===== config.mk =====
export PLATFORM = sky130hd
export DESIGN_NAME = p1_maxpool
export DESIGN_NICKNAME = d
export VERILOG_FILES = /design/src/rtl/p1_maxpool.sv
export SDC_FILE = /design/constraint.sdc
export NUM_CORES = 2
export LEC_CHECK = 0
export ABC_CLOCK_PERIOD_IN_PS = 26400
export CAP_MARGIN = 20
export CORE_MARGIN = 10
export CORE_UTILIZATION = 45
export CTS_BUF_LIST = sky130_fd_sc_hd__clkbuf_4 sky130_fd_sc_hd__clkbuf_8
export CTS_CLUSTER_SIZE = 24
export DETAILED_ROUTE_END_ITERATION = 8
export SLEW_MARGIN = 0
export SYNTH_ARGS = -nofsm -noshare
export SYNTH_HDL_FRONTEND = slang
export SYNTH_SLANG_ARGS = --single-unit

===== constraint.sdc =====
create_clock -name clk -period 26.4 [get_ports clk]
set_input_delay 5.28 -clock clk [delete_from_list [all_inputs] [get_ports clk]]
set_output_delay 5.28 -clock clk [all_outputs]
set_load 0.02 [all_outputs]

===== src/rtl/p1_maxpool.sv =====
// p1_maxpool: layer-1 2x2 / stride-2 max-pool over a raster-order feature map.
// Each channel is an IEEE-754 single; the max is a sign-magnitude compare of raw bits.
//
// Ports:
//   clk            - rising-edge clock
//   rst_n          - synchronous reset, active HIGH despite the name
//   data_in        - input pixel, channel i at [i*DW +: DW]
//   data_in_valid  - data_in accepted this cycle
//   data_out       - pooled pixel, channel i at [i*DW +: DW]; holds between pulses
//   data_out_valid - one-cycle pulse per pooled pixel
//   frame_done     - pulses with the last pooled pixel of a frame
module p1_maxpool #(
    parameter int unsigned IMG_W = 26,
    parameter int unsigned IMG_H = 26,
    parameter int unsigned CH    = 3,
    parameter int unsigned DW    = 32
) (
    input  logic             clk,
    input  logic             rst_n,
    input  logic [CH*DW-1:0] data_in,
    input  logic             data_in_valid,
    output logic [CH*DW-1:0] data_out,
    output logic             data_out_valid,
    output logic             frame_done
);

    localparam int unsigned BW    = CH * DW;
    localparam int unsigned COL_W = $clog2(IMG_W);
    localparam int unsigned ROW_W = $clog2(IMG_H);
    localparam int unsigned LB_D  = IMG_W / 2;
    localparam int unsigned OUT_N = (IMG_W / 2) * (IMG_H / 2);
    localparam int unsigned OUT_W = 8;

    // Sign-magnitude max on raw float bits; ties keep the first operand.
    function automatic logic [DW-1:0] fmax(input logic [DW-1:0] a, input logic [DW-1:0] b);
        logic [DW-1:0] res;
        res = a;
        if (a[DW-1] != b[DW-1]) begin
            res = a[DW-1] ? b : a;
        end else if (!a[DW-1]) begin
            if (b[DW-2:0] > a[DW-2:0]) res = b;
        end else begin
            if (b[DW-2:0] < a[DW-2:0]) res = b;
        end
        return res;
    endfunction

    logic [COL_W-1:0] r_col;
    logic [ROW_W-1:0] r_row;
    logic [OUT_W-1:0] r_out_cnt;
    logic [BW-1:0]    r_hold;
    logic [BW-1:0]    r_lb [LB_D];

    logic [COL_W-2:0] w_lb_idx;
    logic [BW-1:0]    w_lb_rd;
    logic [BW-1:0]    w_h;
    logic [BW-1:0]    w_res;
    logic             w_last_col;
    logic             w_last_row;
    logic             w_last_out;

    assign w_lb_idx   = r_col[COL_W-1:1];
    assign w_lb_rd    = r_lb[w_lb_idx];
    assign w_last_col = (r_col == COL_W'(IMG_W - 1));
    assign w_last_row = (r_row == ROW_W'(IMG_H - 1));
    assign w_last_out = (r_out_cnt == OUT_W'(OUT_N - 1));

    // Horizontal max (hold vs current) then vertical max (line buffer vs horizontal).
    for (genvar i = 0; i < CH; i++) begin : g_ch
        assign w_h[i*DW +: DW]   = fmax(r_hold[i*DW +: DW], data_in[i*DW +: DW]);
        assign w_res[i*DW +: DW] = fmax(w_lb_rd[i*DW +: DW], w_h[i*DW +: DW]);
    end

    // Position counters, hold register, output register and frame counter.
    always_ff @(posedge clk) begin
        if (rst_n) begin
            r_col          <= '0;
            r_row          <= '0;
            r_out_cnt      <= '0;
            r_hold         <= '0;
            data_out       <= '0;
            data_out_valid <= 1'b0;
            frame_done     <= 1'b0;
        end else begin
            data_out_valid <= 1'b0;
            frame_done     <= 1'b0;
            if (data_in_valid) begin
                if (w_last_col) begin
                    r_col <= '0;
                    r_row <= w_last_row ? '0 : r_row + ROW_W'(1);
                end else begin
                    r_col <= r_col + COL_W'(1);
                end

                if (!r_col[0]) begin
                    r_hold <= data_in;
                end else if (r_row[0]) begin
                    data_out       <= w_res;
                    data_out_valid <= 1'b1;
                    if (w_last_out) begin
                        frame_done <= 1'b1;
                        r_out_cnt  <= '0;
                    end else begin
                        r_out_cnt  <= r_out_cnt + OUT_W'(1);
                    end
                end
            end
        end
    end

    // Line buffer: even rows write the horizontal max; never cleared, always written before read.
    always_ff @(posedge clk) begin
        if (!rst_n && data_in_valid && r_col[0] && !r_row[0]) begin
            r_lb[w_lb_idx] <= w_h;
        end
    end

endmodule


# Yosys cells after proc, flatten, opt, wreduce, memory -nomap -nowiden
# Memory sizes are Yosys's and may differ from the RTL's. A register that Yosys moved wholly into a read port is not among the register bits.
# Index checks and enable logic that the tools add are counted.
dict set report totals {
  ramBits 1248
  ff_bits 212
  out_inout_bits 98
  in_bits 99
  mem_count 1
  wordCells 84
}
dict set report op_classes {
  bitwise 3
  order_cmp 12
  eq_ne 9
  add_sub_neg 3
  reduce_logical 10
  muxes 39
}
# name words width read_ports rd_ports_with_merged_regs wr line_no
set memory_table {}
lappend memory_table {r_lb 13 96 1 1 1 52} ;# logic [BW-1:0] r_lb [LB_D];
# cell n
set op_table {}
lappend op_table {{$mux 32} 30}
lappend op_table {{$gt 31x31->1} 6}
lappend op_table {{$lt 31x31->1} 6}
lappend op_table {{$add 5x1->5 const B} 2}
lappend op_table {{$eq 5x5->1 const B} 2}
lappend op_table {{$mux 5} 2}
lappend op_table {{$add 8x1->8 const B} 1}
lappend op_table {{$eq 8x8->1 const B} 1}
lappend op_table {{$mux 4} 2}
lappend op_table {{$mux 8} 1}
lappend op_table {{$ne 1x1->1} 6}
lappend op_table {{$mux 1} 4}
lappend op_table {{$reduce_and 2->1} 2}
lappend op_table {{$reduce_or 4->1} 1}
lappend op_table {{$logic_and 1x1->1} 3}
lappend op_table {{$not 1->1} 3}
lappend op_table {{$reduce_and 3->1} 1}
lappend op_table {{$reduce_or 3->1} 1}
lappend op_table {{$logic_not 1->1} 2}

# Logic depth before layout (Yosys ltp)
dict set report depth {
  word_depth 8
  ltp_mapped 26
  mapped_depth_nobuf 21
}

# Worst setup path after synthesis
# No wires, ideal clock.
dict set report synth_path {
  path_type {input -> register}
  startpoint {in data_in_valid}
  endpoint {mem r_lb[0][0] (netlist name), enable pin}
  path_buffers 1
  stages 5
  setup_slack_ns 12.854
  setup_time_ns 0.668
  arrival_time_ns 12.878
  required_ns 25.732
  path_cell_list {clkbuf_1 > nand2_1 > nor3_1 > or3b_2 > nor3_1}
}
dict set report synth_via {
  elab_chain_cells 5
}
# item line_no
set synth_lines {}
lappend synth_lines {{start: declaration} 21} ;# input logic data_in_valid,
lappend synth_lines {{$logic_and 1x1->1 (3 in series)} 113} ;# if (!rst_n && data_in_valid && r_col[0] && !r_row[0]) begin
lappend synth_lines {{$mux 1} 113}
lappend synth_lines {{$mux 1 (implied by the code)} 114} ;# r_lb[w_lb_idx] <= w_h;
lappend synth_lines {{end: declaration} 52}
# Every way passes these cells.

# Final worst setup path
dict set report layout_path {
  startpoint {in data_in[30]}
  endpoint {reg data_out[27]}
}
dict set report layout_via {
  elab_chain_cells 8
  elab_cells_between_ends 15
  classes_between {order compare (4); eq/ne (1); mux (10)}
}
# item line_no
set layout_lines {}
lappend layout_lines {{start: declaration} 20} ;# input logic [CH*DW-1:0] data_in,
lappend layout_lines {{$gt 31x31->1 or $lt 31x31->1 (tied branches)} {41, 43}}
lappend layout_lines {{$mux 32, on equally long branches} {41, 43}}
lappend layout_lines {{$mux 32 *} 40} ;# end else if (!a[DW-1]) begin
lappend layout_lines {{$mux 32 *} 38} ;# if (a[DW-1] != b[DW-1]) begin
lappend layout_lines {{named net w_h[10]} 56} ;# logic [BW-1:0] w_h;
lappend layout_lines {{$gt 31x31->1 or $lt 31x31->1 (tied branches)} {41, 43}}
lappend layout_lines {{$mux 32, on equally long branches} {41, 43}}
lappend layout_lines {{$mux 32 *} 40}
lappend layout_lines {{$mux 32 *} 38}
lappend layout_lines {{end signal: assignment} 98} ;# data_out <= w_res;
lappend layout_lines {{end: declaration} 22} ;# output logic [CH*DW-1:0] data_out,
# The timed path passes the listed nets; every way through them passes the cells marked *.
# A chain may end at the register's enable or synchronous reset.

==> results_dict.tcl <==
set metrics [dict create \
    fillers 11430 \
    r2r_slack_ps 18920 \
    gr-total-overflow 0 \
    num-nets-final 4500 \
    coreArea_um2 139000 \
    cts.clk_slew.worst_paths_ps 60 \
    vias 36190 \
    cp-endpoint "data_out[27]" \
    area_delta_synth_final_pct 14.23 \
    grt_pass1_wl_um 243200 \
    path_depth 20 \
    grt_pass1_vias 37310 \
    p_per_area_nw_per_um2 70.00 \
    cts_setup_buffers 0 \
    worst_slew_pin_slew_ps 1123 \
    initial_core_util_pct 45.17 \
    rr_endpoint "data_out[27]" \
    ys_ff_latch 1464 \
    startpoint_type "primary input" \
    grt_antenna_before_repair 7 \
    cts_made_buffers 235 \
    setup_violations 0 \
    multi_input_area_um2 19470 \
    clockBufferDepth 3 \
    drt_first_pass_iters 8 \
    synth-edff-count 1248 \
    synth_nets 4217 \
    setup.worst_path.class "in2reg" \
    grtUsageTotal_pct 20.55 \
    synth-main-ff-cell "edfxtp_1" \
    synth_area_um2 62790 \
    clkSinkCount 1464 \
    finalWirelength_um 162200 \
    die_y_um 393.5 \
    yosysSeqAreaShare_pct 66.57 \
    yosysUniqueCellTypes 88 \
    die_area_um2 154900 \
    finalSetupTns_ps 0 \
    cts_tree "yes" \
    dpl_cell_area_um2 66820 \
    startpoint "data_in[30]" \
    rsz0062_at_grt "no" \
    cp_slowest_cell "nor2_4" \
    finClkSkew_ps 51.28 \
    clockRootBuffer "clkbuf_8" \
    avgSynthCellArea_um2 16.02 \
    cts_resized 0 \
    rows 137 \
    crit_buf_inv 2 \
    worstPathArrival_ps 12740 \
    min_period_over_period_pct 45.17 \
    via_per_inst 5.758 \
    clock_latency_ps 950 \
    mostFrequentLayoutCells "edfxtp_1, nand2_1, mux4_2" \
    fin_util_pct 51.60 \
    ant_nets 0 \
    dp.cells 5841 \
    cap_viol_max_count 0 \
    hold_violations 0 \
    cts_hold_buffers 0 \
    crit_required_ps 27210 \
    regArea_um2 41820 \
    layoutNonFillerInstCount 6285 \
    violations "design-rule violations" \
    ioPinCount 197 \
    synthCells 3920 \
    hp-class "reg2reg" \
    setup.worst_path.end_class "register" \
    avgRoutedWirePerCell_um 25.80 \
    h-tree-depth 4 \
    fmax_mhz 83.86 \
    grt_max_degree 98 \
    drc 1 \
    relSlewSlack_pct 24.94 \
    port_buffers 196 \
    synth-async-reset-ratio_pct 0 \
    drive_gt1_share_pct 21.67 \
    initialDrtViolationCount 3249 \
    path_max_fanout 31 \
    ir_drop_v 0.00004951 \
    yosys_warnings 0 \
    die_w_um 393.5 \
    final_common_cell "edfxtp_1" \
    hpwl_um 92720 \
    p_leak_nw 23.90 \
    design_area_um2 71730 \
    cp_top_family "simple AND/OR/NAND/NOR gates" \
    critPathMaxStageDelay_ps 880 \
    slew_viol_final 0 \
    min_period_ps 11920 \
    place_congestion 0.8476 \
    run_status "complete, but fails checks" \
    cp_common_cell "ha_1" \
    r2r_start "r_hold[29]" \
    worstPathCellList "clkdlybuf4s50_1 -> ha_1 -> nand4_1 -> nor4_1 -> nand4b_1 -> nand3b_1 -> a21oi_2 -> nor2_4 -> mux2i_1 -> inv_1 -> ha_1 -> and4_1 -> and4bb_2 -> o21ai_0 -> a21o_1 -> a31oi_1 -> or2_2 -> o21a_1 -> a21oi_1 -> a221o_1" \
    reg2reg_depth 20 \
]
## Yosys cell counts, drive strengths merged, types with 8 or more instances
library cell     n  share of area, %
o211ai          10              0.14
nor3            42              0.33
o21a            11              0.13
o311a           18              0.29
ha             198               3.9
xor2             8              0.11
nand4           40              0.40
nor2            91              0.56
mux2i          111               1.8
o311ai          16              0.22
a221o           23              0.37
mux2           101               1.8
a221oi          52               1.0
o21ai          231               1.9
nand2          355               2.1
dfxtp          216               6.9
edfxtp        1248                60
a21o            35              0.42
clkbuf          96              0.58
nand3           44              0.35
a21oi          208               1.7
nand2b           8             0.080
mux4           317                11
a211oi          13              0.16
a32oi            9              0.13
buf            120              0.98
nor2b           17              0.18
and3            10              0.11
inv            187               1.1
## metrics by stage
step	setup WS (ps)	hold slack, ps	power (mW)
floorplan	12850	445.9	2.923
global placement	13660	456.0	3.057
detailed placement	13410	460.8	3.065
CTS	14450	469.2	5.067
global route	14070	491.8	5.222
finish	14480	466.9	5.021
## worst min-delay path, stage by stage, from the launching register on
cell     delay (ps)
dfxtp_1         320
nand2_1          50
a21oi_1          50
## worst min-delay path by stage
stage / startpoint / end / slack (ps) / cells after the start
floorplan: r_hold[33] / r_hold[33] / 450 / 2
global placement: r_hold[37] / r_hold[37] / 460 / 2
detailed placement: r_hold[34] / r_hold[34] / 460 / 2
CTS: r_hold[38] / r_hold[38] / 470 / 2
global route: r_hold[60] / r_hold[60] / 490 / 2
finish: r_hold[34] / r_hold[34] / 470 / 2
## cells by family after synthesis
logic type,share of synthesized area (%)
mux,14.97
buf+inv,2.670
compound gates,7.012
xor+xnor,0.1534
fa+ha+maj,3.945
simple gates,4.679
flops,66.57
## power breakdown
| group | internal, mW | switching (mW) |
|---|---|---|
| Combinational | 0.156 | 0.275 |
| Sequential | 2.57 | 0.0134 |
| Clock | 1.10 | 0.898 |
| Total | 3.83 | 1.19 |
## layout make-up
type | instances | share of cell area, %
inverters | 187 | 0.9786
repair buffers | 262 | 3.508
clock inverters | 108 | 1.085
clock buffers | 333 | 5.709
well taps | 1876 | 3.272
diodes | 2 | 0.006978
multi-input cells | 2053 | 27.14
flip-flops and latches | 1464 | 58.30
## layer usage
layer  routed length [µm]  part of all wire [%]  global-route usage, %  vias up
met5                   13                0.0080                      0        -
met2                77510                    48                  33.07     1160
met1                71970                    44                  28.85    18730
met4                 3146                   1.9                  5.527        2
met3                 9518                   5.9                  3.560      223
li1                     -                     -                      -    16070
## sequential cells by signal, summed over array words and instances, names as in the netlist, named ones only
register and cells:
data_out 96, r_col 5, frame_done 1, r_lb 1248, data_out_valid 1, r_row 5, r_out_cnt 8, r_hold 96
No activity file was read; power rests on OpenSTA's default activity.
